===== src/rtl/ecc_apb_sequencer.sv =====
// ecc_apb_sequencer: APB master that runs one ECC_ENC_DEC job at a time.
// Writes DATA_IN/CODEWORD_WIDTH/NOISE/CTRL, waits for done, returns result.
module ecc_apb_sequencer #(
  parameter int          DATA_WIDTH      = 32,
  parameter int          AMBA_ADDR_WIDTH = 20,
  parameter int          AMBA_WORD       = 32,
  parameter int unsigned BASE_ADDR       = 0,
  parameter int          TIMEOUT_CYCLES  = 64
) (
  input  logic                       clk,
  input  logic                       rst,
  input  logic                       req_valid,
  output logic                       req_ready,
  input  logic [1:0]                 req_op,
  input  logic [DATA_WIDTH-1:0]      req_data,
  input  logic [1:0]                 req_width,
  input  logic [DATA_WIDTH-1:0]      req_noise,
  output logic                       rsp_valid,
  input  logic                       rsp_ready,
  output logic [DATA_WIDTH-1:0]      rsp_data,
  output logic [1:0]                 rsp_num_errors,
  output logic                       rsp_timeout,
  output logic [AMBA_ADDR_WIDTH-1:0] PADDR,
  output logic [AMBA_WORD-1:0]       PWDATA,
  output logic                       PENABLE,
  output logic                       PSEL,
  output logic                       PWRITE,
  input  logic [DATA_WIDTH-1:0]      data_out,
  input  logic                       operation_done,
  input  logic [1:0]                 num_of_errors,
  output logic                       busy
);

  localparam int CW = (TIMEOUT_CYCLES > 2) ? $clog2(TIMEOUT_CYCLES) : 1;
  localparam logic [CW-1:0] CNT_LAST = CW'(TIMEOUT_CYCLES - 1);

  localparam logic [AMBA_ADDR_WIDTH-1:0] BASE = AMBA_ADDR_WIDTH'(BASE_ADDR);
  localparam logic [AMBA_ADDR_WIDTH-1:0] OFF_CTRL = AMBA_ADDR_WIDTH'(0);
  localparam logic [AMBA_ADDR_WIDTH-1:0] OFF_DIN = AMBA_ADDR_WIDTH'(4);
  localparam logic [AMBA_ADDR_WIDTH-1:0] OFF_WID = AMBA_ADDR_WIDTH'(8);
  localparam logic [AMBA_ADDR_WIDTH-1:0] OFF_NOI = AMBA_ADDR_WIDTH'(12);

  // write-list entries in issue order
  localparam logic [1:0] E_DIN  = 2'd0;
  localparam logic [1:0] E_WID  = 2'd1;
  localparam logic [1:0] E_NOI  = 2'd2;
  localparam logic [1:0] E_CTRL = 2'd3;

  typedef enum logic [2:0] {
    IDLE, SETUP, ACCESS, WAIT_DONE, RESP
  } state_e;

  state_e                      state_q;
  logic [1:0]                  idx_q;
  logic [1:0]                  op_q;
  logic [DATA_WIDTH-1:0]       data_q;
  logic [1:0]                  width_q;
  logic [DATA_WIDTH-1:0]       noise_q;
  logic                        shadow_vld_q;
  logic [1:0]                  shadow_q;
  logic [CW-1:0]               cnt_q;
  logic                        req_ready_q;
  logic                        rsp_valid_q;
  logic [DATA_WIDTH-1:0]       rsp_data_q;
  logic [1:0]                  rsp_nerr_q;
  logic                        rsp_to_q;
  logic [AMBA_ADDR_WIDTH-1:0]  paddr_q;
  logic [AMBA_WORD-1:0]        pwdata_q;
  logic                        psel_q;
  logic                        penable_q;
  logic                        busy_q;
  logic [1:0]                  idx_d;
  logic                        skip_wid;

  function automatic logic [AMBA_ADDR_WIDTH-1:0] ent_addr(
    input logic [1:0] i
  );
    logic [AMBA_ADDR_WIDTH-1:0] r;
    r = BASE + OFF_CTRL;
    unique case (i)
      E_DIN:   r = BASE + OFF_DIN;
      E_WID:   r = BASE + OFF_WID;
      E_NOI:   r = BASE + OFF_NOI;
      default: r = BASE + OFF_CTRL;
    endcase
    return r;
  endfunction

  function automatic logic [AMBA_WORD-1:0] ent_data(
    input logic [1:0]            i,
    input logic [1:0]            op,
    input logic [DATA_WIDTH-1:0] d,
    input logic [1:0]            w,
    input logic [DATA_WIDTH-1:0] n
  );
    logic [AMBA_WORD-1:0] r;
    r = '0;
    unique case (i)
      E_DIN:   r = AMBA_WORD'(d);
      E_WID:   r = AMBA_WORD'(w);
      E_NOI:   r = AMBA_WORD'(n);
      default: r = AMBA_WORD'(op);
    endcase
    return r;
  endfunction

  // pick the entry that follows the current one, dropping a redundant width write
  always_comb begin
    skip_wid = shadow_vld_q && (shadow_q == width_q);
    idx_d    = E_CTRL;
    unique case (idx_q)
      E_DIN:   idx_d = skip_wid ? E_NOI : E_WID;
      E_WID:   idx_d = E_NOI;
      E_NOI:   idx_d = E_CTRL;
      default: idx_d = E_CTRL;
    endcase
  end

  // sequencer FSM with registered APB and handshake outputs
  always_ff @(posedge clk) begin
    if (rst) begin
      state_q      <= IDLE;
      idx_q        <= E_DIN;
      op_q         <= '0;
      data_q       <= '0;
      width_q      <= '0;
      noise_q      <= '0;
      shadow_vld_q <= 1'b0;
      shadow_q     <= '0;
      cnt_q        <= '0;
      req_ready_q  <= 1'b1;
      rsp_valid_q  <= 1'b0;
      rsp_data_q   <= '0;
      rsp_nerr_q   <= '0;
      rsp_to_q     <= 1'b0;
      paddr_q      <= '0;
      pwdata_q     <= '0;
      psel_q       <= 1'b0;
      penable_q    <= 1'b0;
      busy_q       <= 1'b0;
    end else begin
      unique case (state_q)
        IDLE: begin
          if (req_valid && req_ready_q) begin
            op_q        <= req_op;
            data_q      <= req_data;
            width_q     <= req_width;
            noise_q     <= req_noise;
            idx_q       <= E_DIN;
            req_ready_q <= 1'b0;
            busy_q      <= 1'b1;
            psel_q      <= 1'b1;
            penable_q   <= 1'b0;
            paddr_q     <= ent_addr(E_DIN);
            pwdata_q    <= ent_data(E_DIN, req_op, req_data,
                                    req_width, req_noise);
            state_q     <= SETUP;
          end
        end
        SETUP: begin
          penable_q <= 1'b1;
          state_q   <= ACCESS;
        end
        ACCESS: begin
          if (idx_q == E_WID) begin
            shadow_q     <= width_q;
            shadow_vld_q <= 1'b1;
          end
          if (idx_q == E_CTRL) begin
            psel_q    <= 1'b0;
            penable_q <= 1'b0;
            cnt_q     <= '0;
            state_q   <= WAIT_DONE;
          end else begin
            idx_q     <= idx_d;
            penable_q <= 1'b0;
            paddr_q   <= ent_addr(idx_d);
            pwdata_q  <= ent_data(idx_d, op_q, data_q, width_q, noise_q);
            state_q   <= SETUP;
          end
        end
        WAIT_DONE: begin
          if (operation_done) begin
            rsp_data_q  <= data_out;
            rsp_nerr_q  <= num_of_errors;
            rsp_to_q    <= 1'b0;
            rsp_valid_q <= 1'b1;
            state_q     <= RESP;
          end else if (cnt_q == CNT_LAST) begin
            rsp_data_q   <= '0;
            rsp_nerr_q   <= '0;
            rsp_to_q     <= 1'b1;
            rsp_valid_q  <= 1'b1;
            shadow_vld_q <= 1'b0;
            state_q      <= RESP;
          end else begin
            cnt_q <= cnt_q + CW'(1);
          end
        end
        RESP: begin
          if (rsp_ready) begin
            rsp_valid_q <= 1'b0;
            req_ready_q <= 1'b1;
            busy_q      <= 1'b0;
            state_q     <= IDLE;
          end
        end
        default: state_q <= IDLE;
      endcase
    end
  end

  assign req_ready      = req_ready_q;
  assign rsp_valid      = rsp_valid_q;
  assign rsp_data       = rsp_data_q;
  assign rsp_num_errors = rsp_nerr_q;
  assign rsp_timeout    = rsp_to_q;
  assign PADDR          = paddr_q;
  assign PWDATA         = pwdata_q;
  assign PSEL           = psel_q;
  assign PENABLE        = penable_q;
  assign PWRITE         = psel_q;
  assign busy           = busy_q;

endmodule


===== config.mk =====
export PLATFORM = sky130hd
export DESIGN_NAME = ecc_apb_sequencer
export DESIGN_NICKNAME = d
export VERILOG_FILES = /design/src/rtl/ecc_apb_sequencer.sv
export SDC_FILE = /design/constraint.sdc
export NUM_CORES = 1
export LEC_CHECK = 0
export ABC_AREA = 1
export CAP_MARGIN = 20
export CORE_MARGIN = 2
export CORE_UTILIZATION = 40
export DETAILED_ROUTE_END_ITERATION = 7
export GPL_ROUTABILITY_DRIVEN = 0
export HOLD_SLACK_MARGIN = 0.12
export PLACE_DENSITY = 0.69
export SKIP_LAST_GASP = 1
export SLEW_MARGIN = 20
export SYNTH_ARGS = -nofsm -noshare
export SYNTH_HDL_FRONTEND = slang
export SYNTH_SLANG_ARGS = --single-unit

===== constraint.sdc =====
create_clock -name clk -period 2.5 [get_ports clk]
set_input_delay 0.375 -clock clk [delete_from_list [all_inputs] [get_ports clk]]
set_output_delay 0.375 -clock clk [all_outputs]
set_load 0.01 [all_outputs]

# After elaboration in Yosys (flattened, before gate mapping)
# Index checks and enable logic that the tools add are counted.
[totals] elab_cells=105 out_inout_bits=93 input_bits=107 reg_bits=174
[op_classes] reduce_logical=22 n_mux=44 n_addsub=1 eq_ne=19
[op_table] cell="$mux 32" count=4
[op_table] cell="$pmux 32 s3" count=1
[op_table] cell="$pmux 32 s2" count=1
[op_table] cell="$mux 20" count=2
[op_table] cell="$pmux 20 s2" count=1
[op_table] cell="$mux 6" count=3
[op_table] cell="$ne 2x2->1 const B" count=8
[op_table] cell="$pmux 3 s5" count=1
[op_table] cell="$reduce_and 3->1" count=5
[op_table] cell="$mux 2" count=6
[op_table] cell="$mux 3" count=4
[op_table] cell="$pmux 4 s3" count=1
[op_table] cell="$pmux 6 s2" count=1
[op_table] cell="$mux 1" count=11
[op_table] cell="$pmux 1 s2" count=5
[op_table] cell="$reduce_bool 2->1" count=5
[op_table] cell="$pmux 2 s2" count=2
[op_table] cell="$reduce_and 2->1" count=4
[op_table] cell="$reduce_and 4->1" count=2
[op_table] cell="$add 6x1->6 const B" count=1
[op_table] cell="$eq 3x2->1 const B" count=2
[op_table] cell="$eq 6x6->1 const B" count=1
[op_table] cell="$eq 2x1->1 const B" count=2
[op_table] cell="$eq 2x2->1 const B" count=2
[op_table] cell="9 further kinds" count=11

# Depth between registers and ports, before layout
# Gate-level depths: netlist (run 1).
[logic_depth] word_depth=8 mapped_depth=13 mapped_depth_nobuf=12

# Least setup slack after synthesis (run 1)
# Ideal clock, no wire load.
[synth_path] path_type="reg-to-reg" start="register width_q[1]" end="register pwdata_q[13] (netlist: PWDATA[13])" path_stages_with_launch=14 slack_ns=0.776 setup_time_ns=0.070 synth_period_minus_slack_ns=1.724 arrival_time_ns=1.654 n_path_buf=2 required_time_ns=2.430 cell_sequence="dfxtp_1 > inv_1 > nand2_1 > nand2_1 > nand3_1 > nand2_2 > buf_2 > inv_1 > ha_1 > clkbuf_1 > nand2_1 > nand2_1 > nand2_1 > a21oi_1"
[synth_between] elab_chain_cells=8 elab_cells_between_ends=10 classes_between="eq/ne (3); mux (5); reduce/logical (2)"
[synth_lines] element="start, declared" line_no="57" source="logic [1:0] width_q;"
[synth_lines] element="start signal, assigned" line_no="147" source="width_q <= req_width;"
[synth_lines] element="$eq 2x2->1 *" line_no="109" source="skip_wid = shadow_vld_q && (shadow_q == width_q);"
[synth_lines] element="$logic_and 1x1->1 *" line_no="109"
[synth_lines] element="$mux 2 *" line_no="112" source="E_DIN: idx_d = skip_wid ? E_NOI : E_WID;"
[synth_lines] element="$pmux 2 s2 *" line_no="111" source="unique case (idx_q)"
[synth_lines] element="$eq 2x2->1 (tied with other cells)" line_no="98" source="unique case (i)"
[synth_lines] element="$pmux 32 s3 *" line_no="98"
[synth_lines] element="$mux 32 *" line_no="169" source="if (idx_q == E_CTRL) begin"
[synth_lines] element="$pmux 32 s2 *" line_no="142" source="unique case (state_q)"
[synth_lines] element="end signal, assigned" line_no="155" source="pwdata_q <= ent_data(E_DIN, req_op, req_data,"
[synth_lines] element="end signal, assigned" line_no="178" source="pwdata_q <= ent_data(idx_d, op_q, data_q, width_q, noise_q);"
[synth_lines] element="end, declared" line_no="68" source="logic [AMBA_WORD-1:0] pwdata_q;"
# Every way passes the cells marked *; elsewhere a longest branch is shown, timed or not. The select of a mux whose other input is x is not followed.
# A chain may end at the register's enable or synchronous reset.

# Worst setup path after layout (run 1)
[layout_path] start="register shadow_q[0]" end="register pwdata_q[12] (netlist: PWDATA[12])"
[layout_between] elab_chain_cells=8 elab_cells_between_ends=10 classes_between="eq/ne (3); mux (5); reduce/logical (2)"
[layout_lines] element="start, declared" line_no="60" source="logic [1:0] shadow_q;"
[layout_lines] element="start signal, assigned" line_no="166" source="shadow_q <= width_q;"
[layout_lines] element="$eq 2x2->1 *" line_no="109"
[layout_lines] element="$logic_and 1x1->1 *" line_no="109"
[layout_lines] element="$mux 2 *" line_no="112"
[layout_lines] element="$pmux 2 s2 *" line_no="111"
[layout_lines] element="$eq 2x2->1 (tied with other cells)" line_no="98"
[layout_lines] element="$pmux 32 s3 *" line_no="98"
[layout_lines] element="$mux 32 *" line_no="169"
[layout_lines] element="$pmux 32 s2 *" line_no="142"
# Marks and branches as above.

==> results of run 1 <==
logic make-up after synthesis:
logic type               after synthesis  share of synthesized area
AO/OA/AOI/OAI                        300                     0.2413
AND/OR/NAND/NOR                      265                     0.1657
buffers and inverters                170                     0.1218
flip-flops                           156                     0.4594
adder cells (fa/ha/maj)                4                   0.007363
XOR/XNOR                               3                   0.003866
other                                  1                  0.0005517
layer usage:
metal | vias up | wire length [µm] | part of all wire | track usage
li1 | 3190 | - | - | -
met1 | 2773 | 8397 | 0.47 | 0.2705
met2 | 210 | 7873 | 0.44 | 0.3050
met3 | 13 | 1295 | 0.073 | 0.05367
met4 | 0 | 176 | 0.0099 | 0.05673
met5 | - | 0 | 0 | 0
report_power, final:
part / switching, mW / leakage, nW / internal, mW
logic: 0.726 / 1.89 / 0.587
registers: 0.155 / 1.28 / 2.76
clock network: 1.09 / 0.300 / 1.62
total: 1.97 / 3.47 / 4.97
area by class of cell:
| class | count | area (µm²) |
|---|---|---|
| clock buffer | 18 | 439.2 |
| clock inverter | 14 | 182.7 |
| fill | 1614 | 7403 |
| inverter | 93 | 357.8 |
| multi-input combinational | 590 | 2910 |
| sequential | 156 | 3123 |
| tap | 220 | 275.3 |
| timing repair buffer | 189 | 1892 |
cell usage in the layout, fill, tap and decap left out, types with 2 or more instances in the layout:
cell	n
nor2_1	12
o211ai_1	2
o21ai_1	3
nand2_1	200
clkdlybuf4s50_1	180
a21oi_1	156
xor2_1	2
inv_2	6
ha_1	4
dfxtp_1	156
clkbuf_16	17
buf_12	2
nand3_1	41
nand2_2	2
bufinv_16	3
clkinv_2	2
clkinv_4	3
o21ai_0	104
inv_1	84
a21oi_2	29
clkinvlp_4	2
nor2_4	2
buf_4	6
inv_6	5
conb_1	18
nor3_1	2
nor2_2	2
a221oi_1	2
registers in the layout (all words and copies together), names as in the netlist, 3 cells and up:
register and cells:
cnt_q 6, noise_q 32, state_q 3, data_q 32, PWDATA 32, rsp_data 32
tightest hold or removal path: stages:
cell	delay [ns]
buf_2	0.11
inv_2	0.17
nand2_1	0.11
final timing paths:
| kind | depth (start not counted) | end | start | slack, ns |
|---|---|---|---|---|
| worst max-delay path | 9 | PWDATA[12] | shadow_q[0] | 0.31 |
| worst min-delay path | 3 | req_ready | rst | 0.38 |
| worst max register to register | 9 | PWDATA[12] | shadow_q[0] | 0.31 |
| worst min register to register | 2 | noise_q[27] | noise_q[27] | 0.44 |
stage by stage:
stage,area [µm²],total power [mW],util,std cells
after floorplan,6862,3.754,-,916
after global placement,8558,4.270,0.5161,1248
after detailed placement,8558,4.285,0.5161,1248
after CTS,9180,7.001,0.5536,1280
after global routing,9180,7.281,0.5536,1280
final,9180,6.941,0.5536,1280
==> results_dict.tcl, run 1 <==
set metrics [dict create \
    core_area_mm2 0.01658 \
    finalNetCount 1158 \
    arrival_ns 2.54 \
    insertion_delay_ns 0.42 \
    grt_max_degree 140 \
    area.growth.synth_to_final_pct 35.05 \
    hold_buffers 0 \
    ant_nets 0 \
    vias_per_cell 4.833 \
    worst-path-buf-inv 1 \
    critical_path.top_delay_family "simple AND/OR/NAND/NOR gates" \
    grt_usage 0.1973 \
    hold_viol 0 \
    setup_viol 0 \
    netlist_area_mm2 0.006798 \
    worst-path-max-fanout 30 \
    maxCapViolations 0 \
    drc_errors 0 \
    ys.flop_type "dfxtp_1" \
    power_density_mw_per_mm2 756.0 \
    status "finished, final reports clean" \
    cts_buffer_depth 2 \
    yosys-top-cells-area "dfxtp_1 46%, a21oi_1 11%, nand2_1 11%" \
    synth-edff-count 0 \
    drive_gt1_frac 0.08491 \
    max-vdd-ir-drop_uv 523.4 \
    overflow 0 \
    slew_headroom 0.4578 \
    yosysWarnings 0 \
    synth_top_area_share 0.4594 \
    die_y_um 134.4 \
    ys_ff_latch 156 \
    synthCells 899 \
    numPortBuffers 181 \
    cts_root_buf "clkbuf_16" \
    clock_skew_ns 0.007835 \
    wl_per_cell_um 13.86 \
    crit_type "flop to flop" \
    maxClockFrequency_mhz 456.8 \
    cts-htree-levels 4 \
    initial_utilization 0.4099 \
    post_cts_buffers 0 \
    place_hpwl_um 11450 \
    pre_cts_slack_ns 0.2869 \
    cts.sinks 156 \
    crit_required_ns 2.85 \
    grt_pass1_vias 5741 \
    yosysMostFrequentCell "nand2_1" \
    cp_cell_sequence "inv_1, a21oi_1, nand3_1, nand2_2, nand2_1, ha_1, nor2_4, nand2_1, a21oi_1" \
    clk_pin_slew_worst_paths_ns 0.07 \
    min-delay-path-class "input port to flop" \
    slew_violations 0 \
    drt_first_pass_iters 5 \
    slowest_delay_ns 0.67 \
    setup_ws_ns 0.3110 \
    n_antenna_cell 0 \
    grt_pass1_wl_um 28830 \
    drt_iter0_drc 432 \
    cp_slowest_cell "nor2_4" \
    pin_count 200 \
    end_kind "flop" \
    fin_crit_sh 0.8756 \
    fp.dieW_um 134.4 \
    num_rows 47 \
    cts_buffers 17 \
    period_minus_slack_ns 2.189 \
    startpoint_type "flop" \
    finalSetupTns_ns 0 \
    avgSynthCellArea_um2 7.561 \
    cts_tree "yes" \
    synth-seq-area-share 0.4594 \
    routed_wl_um 17740 \
    yosys.area.top_type "dfxtp_1" \
    tightestPinTransition_ns 0.8114 \
    worst_hold_slack_ns 0.3833 \
    die-area_mm2 0.01805 \
    rsz0062_at_grt "no" \
    power.leakage_nw 3.471 \
    ys_top_cells_by_count "200 x nand2_1, 156 x a21oi_1, 156 x dfxtp_1" \
    ys_async_sr_fraction 0 \
    num_vias 6186 \
    ys_types 37 \
    antenna_found_initial 0 \
    cts-resized-gates 0 \
]
No activity file was read; power rests on OpenSTA's default activity.
==> run 2, diff against run 1 <==
--- a/config.mk
+++ b/config.mk
@@ -13,6 +13,7 @@
 export GPL_ROUTABILITY_DRIVEN = 0
 export HOLD_SLACK_MARGIN = 0.12
 export PLACE_DENSITY = 0.69
+export RECOVER_POWER = 25
 export SKIP_LAST_GASP = 1
 export SLEW_MARGIN = 20
 export SYNTH_ARGS = -nofsm -noshare
==> run 2 against run 1 <==
- via count decreased by 0.53%
- cell count is the same
- combinational power about the same
- utilization fell by 0.21 points
- wire length up 0.12%
- setup slack worse by 0.051 ns
- critical path depth fell by 4
- first-iteration DRC count down 14%
- non-clock buffer count unchanged
- die area is the same
- count of clock-buffer cells in the layout stayed put
- largest power group unchanged
- highest routed layer unchanged
==> results_dict.tcl, run 2 (synthesis gave the netlist of run 1 again) <==
set metrics [dict create \
    power_density_mw_per_mm2 757.3 \
    die_y_um 134.4 \
    core_area_mm2 0.01658 \
    power.leakage_nw 3.462 \
    hold_buffers 0 \
    antenna_found_initial 0 \
    clock_skew_ns 0.008819 \
    hp-start "rst" \
    cts-resized-gates 0 \
    route.met3.wl_um 1311 \
    grt_max_degree 140 \
    cp_cell_sequence "nor2_1, nand4_1, buf_4, o21ai_0, a21oi_1" \
    min-delay-path-class "input port to flop" \
    maxClockFrequency_mhz 446.5 \
    hold_end "req_ready" \
    maxCapViolations 0 \
    crit_type "flop to flop" \
    clk_pin_slew_worst_paths_ns 0.07 \
    insertion_delay_ns 0.42 \
    tightestPinTransition_ns 1.205 \
    ant_nets 0 \
    reg2reg_slack_ns 0.26 \
    crit_required_ns 2.84 \
    combPwrFrac 0.187 \
    drc_errors 0 \
    layout_commonest_cell "nand2_1" \
    numPortBuffers 181 \
    grt_pass1_vias 5741 \
    cts-htree-levels 4 \
    arrival_ns 2.58 \
    finalNetCount 1158 \
    slew_violations 0 \
    cts_root_buf "clkbuf_16" \
    power.share.clock 0.391 \
    slew_headroom 0.1968 \
    pin_count 200 \
    n_antenna_cell 0 \
    r2r_end "noise_q[6]" \
    end_kind "flop" \
    highest_layer "met4" \
    place_hpwl_um 11450 \
    worst-r2r-cell-count 5 \
    p_sw_frac 0.2836 \
    overflow 0 \
    cts_tree "yes" \
    internal_power_mw 4.962 \
    post_cts_buffers 0 \
    timing.rr.start "state_q[0]" \
    vias_per_cell 4.807 \
    cts_buffers 17 \
    fp.dieW_um 134.4 \
    grt_pass1_wl_um 28830 \
    startpoint_type "flop" \
    p_switching_mw 1.964 \
    min_path_cells 3 \
    cp_slowest_cell "buf_4" \
    max-vdd-ir-drop_uv 519.3 \
    drt_iter0_drc 372 \
    final_cell_mix "200 x nand2_1, 180 x clkdlybuf4s50_1, 156 x dfxtp_1, 156 x a21oi_1, 104 x o21ai_0" \
    area.growth.synth_to_final_pct 34.53 \
    drive_gt1_frac 0.08302 \
    rsz0062_at_grt "no" \
    worstSetupStartpoint "state_q[0]" \
    hold_viol 0 \
    status "finished, final reports clean" \
    wl_per_cell_um 13.88 \
    period_minus_slack_ns 2.240 \
    routed_wl_um 17760 \
    finalSetupTns_ns 0 \
    cts_buffer_depth 2 \
    num_vias 6153 \
    slowest_delay_ns 0.92 \
    cts.sinks 156 \
    seq_power_share 0.421 \
    drt_first_pass_iters 5 \
    initial_utilization 0.4099 \
    fin_crit_sh 0.8959 \
    seqCellArea_mm2 0.003123 \
    setup_viol 0 \
    multiInputGateArea_mm2 0.002888 \
    power.total_mw 6.926 \
    worst-path-max-fanout 139 \
    grt_usage 0.1973 \
    die-area_mm2 0.01805 \
    wl_met2_um 7846 \
    nFillCells 1619 \
    wl_met1_um 8429 \
    num_rows 47 \
]
==> run 2: critical path: cells and delay by family (launching register included) <==
kind | cells | cell delay [ns]
AOI/OAI and AO/OA | 2 | 0.43
buffers and inverters | 1 | 0.92
DFF | 1 | 0.36
and+or+nand+nor | 2 | 0.34
==> run 2: power groups by stage <==
| stage | Clock, mW | Combinational [mW] | Sequential [mW] |
|---|---|---|---|
| 5_1_grt | 2.87 | 1.44 | 2.95 |
| 6_report | 2.71 | 1.30 | 2.92 |
| 3_3_place_gp | 0 | 1.30 | 2.97 |
| 4_1_cts | 2.76 | 1.33 | 2.92 |
| 2_1_floorplan | 0 | 0.766 | 2.99 |
| 3_5_place_dp | 0 | 1.32 | 2.97 |
==> run 2: routing by layer <==
metal,vias to the layer above,track usage
li1,3192,-
met1,2746,0.2705
met2,202,0.3050
met3,13,0.05367
met4,0,0.05673
met5,-,0
==> run 2: final cells by class <==
type	instances	share of cell area
clock buffers	18	0.04802
clock inverters	14	0.01998
inverters	93	0.03913
multi-input cells	590	0.3158
flip-flops and latches	156	0.3415
well taps	220	0.03010
repair buffers	189	0.2055
==> run 2: worst max-delay path by stage <==
stage / end / slack [ns]
after global placement: PWDATA[19] / 0.44
after detailed placement: PWDATA[12] / 0.29
after floorplan: PWDATA[13] / 0.78
after global routing: PWDATA[24] / 0.0008
after CTS: PWDATA[12] / 0.28
final: noise_q[6] / 0.26
==> run 2: metrics by stage <==
stage | hold slack [ns] | std cells | setup slack, ns | utilization | area [µm²]
global placement | 0.4305 | 1248 | 0.4408 | 0.5161 | 8558
detailed placement | 0.4347 | 1248 | 0.2869 | 0.5161 | 8558
floorplan | 0.4236 | 916 | 0.7757 | - | 6862
CTS | 0.3727 | 1280 | 0.2758 | 0.5536 | 9180
finish | 0.3842 | 1280 | 0.2603 | 0.5515 | 9145
global route | 0.3989 | 1280 | 0.0008249 | 0.5515 | 9145
==> run 3, diff against run 2 <==
--- a/config.mk
+++ b/config.mk
@@ -5,14 +5,13 @@
 export SDC_FILE = /design/constraint.sdc
 export NUM_CORES = 1
 export LEC_CHECK = 0
-export ABC_AREA = 1
 export CAP_MARGIN = 20
 export CORE_MARGIN = 2
 export CORE_UTILIZATION = 40
 export DETAILED_ROUTE_END_ITERATION = 7
 export GPL_ROUTABILITY_DRIVEN = 0
 export HOLD_SLACK_MARGIN = 0.12
-export PLACE_DENSITY = 0.69
+export PLACE_DENSITY = 0.7
 export RECOVER_POWER = 25
 export SKIP_LAST_GASP = 1
 export SLEW_MARGIN = 20
==> constraint.sdc (replaced) <==
create_clock -name clk -period 2.8 [get_ports clk]
set_input_delay 0.42 -clock clk [delete_from_list [all_inputs] [get_ports clk]]
set_output_delay 0.42 -clock clk [all_outputs]
set_load 0.01 [all_outputs]
==> run 3 against run 2 <==
- power fell by 20%
- register-to-register slack improved by 0.33 ns
- setup slack improved by 0.33 ns
- cell count fell by 14%
- utilization barely moved
- sequential power fell by 14%
- synthesized cell count fell by 20%
- final area fell by 5.3%
- clock skew fell by 0.0013 ns
- hold slack got worse by 0.087 ns
- first-iteration DRC count fell by 30%
- die area fell by 6.0%
- critical endpoint is now PWDATA[1]
- highest routed layer is now met5
==> results_dict.tcl, run 3 <==
set metrics [dict create \
    status "finished, final reports clean" \
    startpoint_type "flop" \
    r2r_end "PWDATA[1]" \
    worst-path-max-fanout 72 \
    insertion_delay_ns 0.43 \
    pin_count 200 \
    fin_crit_sh 0.7880 \
    hold_viol 0 \
    die_y_um 130.3 \
    synth-edff-count 0 \
    yosysWarnings 0 \
    core_area_mm2 0.01571 \
    timing.rr.start "state_q[0]" \
    pre_cts_slack_ns 0.6682 \
    ys_types 52 \
    clock_skew_ns 0.007532 \
    dpl_cell_area_mm2 0.008140 \
    max-vdd-ir-drop_uv 486.4 \
    maxClockFrequency_mhz 453.2 \
    cts_root_buf "clkbuf_16" \
    finalSetupTns_ns 0 \
    slowest_delay_ns 0.70 \
    cts-resized-gates 0 \
    grt_max_degree 73 \
    fin_area_mm2 0.008662 \
    route.met3.wl_um 1503 \
    cts-htree-levels 4 \
    wl_met2_um 7971 \
    ys_ff_latch 156 \
    min-delay-path-class "input port to flop" \
    grt_usage 0.2030 \
    yosys.area.top_type "dfxtp_1" \
    wl_met1_um 7646 \
    synth_top_area_share 0.4898 \
    synthCells 721 \
    setup_ws_ns 0.5935 \
    ys_top_cells_by_count "182 x nand2_1, 156 x dfxtp_1, 85 x a21oi_1" \
    cp_slowest_cell "clkbuf_4" \
    power.leakage_nw 3.238 \
    hold_end "rsp_valid" \
    cts.sinks 156 \
    ys_async_sr_fraction 0 \
    drc_errors 0 \
    setup_viol 0 \
    ant_nets 0 \
    crit_required_ns 3.15 \
    worstSetupStartpoint "state_q[0]" \
    final_cell_mix "182 x nand2_1, 156 x dfxtp_1, 133 x clkdlybuf4s50_1" \
    area.growth.synth_to_final_pct 35.85 \
    power.total_mw 5.554 \
    routed_wl_um 17400 \
    power_density_mw_per_mm2 641.2 \
    grt_pass1_vias 5348 \
    cts_buffers 17 \
    period_minus_slack_ns 2.207 \
    overflow 0 \
    fp.dieW_um 130.3 \
    end_kind "flop" \
    place_hpwl_um 11290 \
    drt_iter0_drc 260 \
    reg2reg_slack_ns 0.59 \
    grt_pass1_wl_um 26880 \
    numPortBuffers 181 \
    crit_type "flop to flop" \
    antenna_found_initial 2 \
    num_vias 5689 \
    post_cts_buffers 0 \
    maxCapViolations 0 \
    worst-path-buf-inv 1 \
    vias_per_cell 5.153 \
    arrival_ns 2.56 \
    layout_commonest_cell "nand2_1" \
    hold_buffers 0 \
    min_path_cells 2 \
    die-area_mm2 0.01697 \
    critical_path.top_delay_family "buffers and inverters" \
    wl_per_cell_um 15.76 \
    cp_cell_sequence "or2_2, nor2_4, clkbuf_4, a22oi_1, o22ai_1" \
    avgSynthCellArea_um2 8.843 \
    ys.flop_type "dfxtp_1" \
    slew_violations 0 \
    clk_pin_slew_worst_paths_ns 0.06 \
    drive_gt1_frac 0.06201 \
    cts_tree "yes" \
    highest_layer "met5" \
    tightestPinTransition_ns 0.8746 \
    hp-start "rst" \
    drt_first_pass_iters 5 \
    slew_headroom 0.4170 \
    cts_buffer_depth 2 \
    initial_utilization 0.4058 \
    finalNetCount 986 \
    rsz0062_at_grt "no" \
    netlist_area_mm2 0.006376 \
    yosysMostFrequentCell "nand2_1" \
    yosys-top-cells-area "dfxtp_1 49%, nand2_1 11%, a21oi_1 6.7%" \
    synth-seq-area-share 0.4898 \
    worst-r2r-cell-count 5 \
    num_rows 46 \
]
-- run 3: cell types whose count changed after synthesis, sizes merged, moves of 20 or more --
cell / delta
a21oi: -100
a22o: +35
a22oi: +33
inv: -83
nand2: -20
o21ai: -96
o221ai: +29
-- run 3: layout make-up --
| class | count | area [µm²] |
|---|---|---|
| sequential | 156 | 3123 |
| tap | 216 | 270.3 |
| multi-input combinational | 496 | 2771 |
| timing repair buffer | 195 | 1927 |
| fill | 1478 | 7051 |
| antenna | 1 | 2.502 |
| clock inverter | 12 | 101.3 |
| inverter | 9 | 33.78 |
| clock buffer | 19 | 432.9 |
-- run 3: kinds of logic after synthesis --
| kind of cell | count (synthesis) | share of synthesized area |
|---|---|---|
| flip-flops | 156 | 0.4898 |
| AO/OA/AOI/OAI | 215 | 0.2321 |
| other | 1 | 0.0005881 |
| multiplexers | 4 | 0.006280 |
| AND/OR/NAND/NOR | 253 | 0.1747 |
| buffers and inverters | 86 | 0.08595 |
| adder cells (fa/ha/maj) | 4 | 0.007850 |
| XOR/XNOR | 2 | 0.002748 |
-- run 3: per-layer routing --
metal	up-vias	GRT usage
met5	-	0
met4	2	0.07464
met2	197	0.3154
met1	2640	0.2662
met3	23	0.06314
li1	2827	-
-- run 3: how the worst max path moves through the flow --
stage | cells past startpoint | to | slack, ns
global route | 5 | PWDATA[1] | 0.44
floorplan | 8 | PWDATA[10] | 0.87
finish | 5 | PWDATA[1] | 0.59
CTS | 3 | PWDATA[12] | 0.72
global placement | 5 | PADDR[3] | 0.70
detailed placement | 4 | PWDATA[16] | 0.67
-- run 3: worst reg2reg max path, cell delays in order (launching register included) --
cell      delay [ns]
dfxtp_1         0.51
or2_2           0.42
nor2_4          0.11
clkbuf_4        0.70
a22oi_1         0.24
o22ai_1         0.15
-- run 3: metrics by stage --
step / util / hold slack, ns / cells
final: 0.5513 / 0.2970 / 1104
after global routing: 0.5511 / 0.2883 / 1103
after CTS: 0.5521 / 0.2827 / 1103
after detailed placement: 0.5181 / 0.4463 / 1072
after global placement: 0.5181 / 0.4419 / 1072
after floorplan: - / 0.4332 / 738
-- run 3: where the power goes --
| group | switching, mW | internal [mW] | total [mW] |
|---|---|---|---|
| Clock | 0.901 | 1.21 | 2.11 |
| Combinational | 0.515 | 0.425 | 0.940 |
| Sequential | 0.113 | 2.39 | 2.51 |
| Total | 1.53 | 4.02 | 5.55 |
==> edit (settings of run 3) <==
Make the reset (`rst`) asynchronous in one clocked block.
--- a/src/rtl/ecc_apb_sequencer.sv
+++ b/src/rtl/ecc_apb_sequencer.sv
@@ -119,3 +119,3 @@
   // sequencer FSM with registered APB and handshake outputs
-  always_ff @(posedge clk) begin
+  always_ff @(posedge clk or posedge rst) begin
     if (rst) begin
Check against the original RTL: differs if rst is asserted again (counterexample within 4 cycles, from zero or initial values and one cycle with rst high); with rst held inactive, the same outputs for 10 cycles.
==> edit against run 3 <==
  * The flow now finishes with violations (max-capacitance violations, max-slew violations)
  * Synthesized area grew 4.7%
  * Sequential cell count is the same
  * Global-route usage shrank 0.87 points
  * Cell count down 6.7%
  * Worst setup slack worse by 0.36 ns
  * Sequential share of layout area increased by 6.7 points
  * Routed wire length shrank 3.6%
  * Design area grew 5.5%
Power is not compared: it rests on default switching activity, and its combinational part moved more than twofold at a synthesized area within 25%.
==> edit: results (changes against run 3) <==
metric	value	unit	change
synthAdderAreaFrac	0.750	%	-0.035 points
synth.distinct_cells	50		-3.8%
holdCritStartpoint	data_q[22]		
post-place-ws	0.149	ns	-0.519 ns
holdCritPathClass	flop to flop		
max_freq	0.390	GHz	-14%
route.met3.wl	1270	um	-15%
violations	max-capacitance violations, max-slew violations		
dpl.hpwl	11500	um	+1.5%
final-max-slew-violation-count	158		+158
worstSkewPairLatency	0.42	ns	
cpLargestDelayFamily	compound AO/OA/AOI/OAI gates		
synth.area.mux_share	1.26	%	+0.63 points
synthXorXnorAreaFrac	0.263	%	-0.012 points
async_reset_ff_share	100	%	+100 points
place_area	8590	um^2	+5.5%
drive_above_1_share	6.91	%	+0.71 points
track_usage	19.4	%	-0.87 points
cpMaxStageDelayCell	dfrtp_1		
wl	16800	um	-3.6%
ys.flop_type	dfrtp_1		
rrSetupSlack	0.23	ns	-0.36 ns
dr.first_iter.drc_count	424		+63%
m1WireLength	7400	um	-3.3%
synthTopCellsByCount	nand2_1, dfrtp_1, a22o_1, a221o_1, buf_4		
hold_slack	0.474	ns	+0.177 ns
route.vias.total	5214		-8.3%
antenna_found_initial	0		-2
ys_seq_area_share	58.5	%	+9.5 points
maxCapViolations	2		+2
antenna_cells	0		-1
use_met3	6.70	%	+0.38 points
status	complete, but fails checks		
r2r_cells	10		+5
grt_pass1_wl	26800	um	-0.26%
slowest_delay	0.42	ns	-0.28 ns
grt_max_degree	82		+12%
worstSetupStartpoint	width_q[0]		
reg2reg_to	PWDATA[14]		
path_max_fanout	19		-74%
top_layer	met4		
fin_cells	1030		-6.7%
ys_top_cells_by_area	dfrtp_1, nand2_1, a22o_1, a221o_1, buf_4		
wl_met2	7840	um	-1.6%
hold-path-endpoint	data_q[22]		
finClkSkew	0.00887	ns	+0.00134 ns
use_met1	25.6	%	-1.0 points
finalNetCount	910		-7.7%
syn_inst	628		-13%
use_met2	30.4	%	-1.1 points
==> edit: cell count changes in the layout (fill, tap and decap cells not counted), moves of 43 or more <==
| cell | change |
|---|---|
| dfxtp_1 | -156 |
| dfrtp_1 | +155 |
| a21oi_1 | -79 |
| clkdlybuf4s50_1 | +47 |
| dlygate4sd3_1 | -46 |
| nand2_1 | +43 |
==> edit: cell families (layout without fill, tap and decap cells) <==
kind of cell | Yosys count | after routing
and+or+nand+nor | 262 | 262
xor gates and xnor gates | 2 | 2
adders and majority gates | 4 | 4
DFF | 156 | 156
muxes | 8 | 8
other | 1 | 18
buffers and inverters | 68 | 233
AOI/OAI and AO/OA | 127 | 127
==> edit: cell type report <==
class	instances	area, um^2
Fill cell	1385	7330
Sequential cell	156	3910
Clock buffer	22	464
Inverter	8	31.3
Clock inverter	8	118
Multi-Input combinational cell	421	2410
Tap cell	220	275
Timing Repair Buffer	195	1940
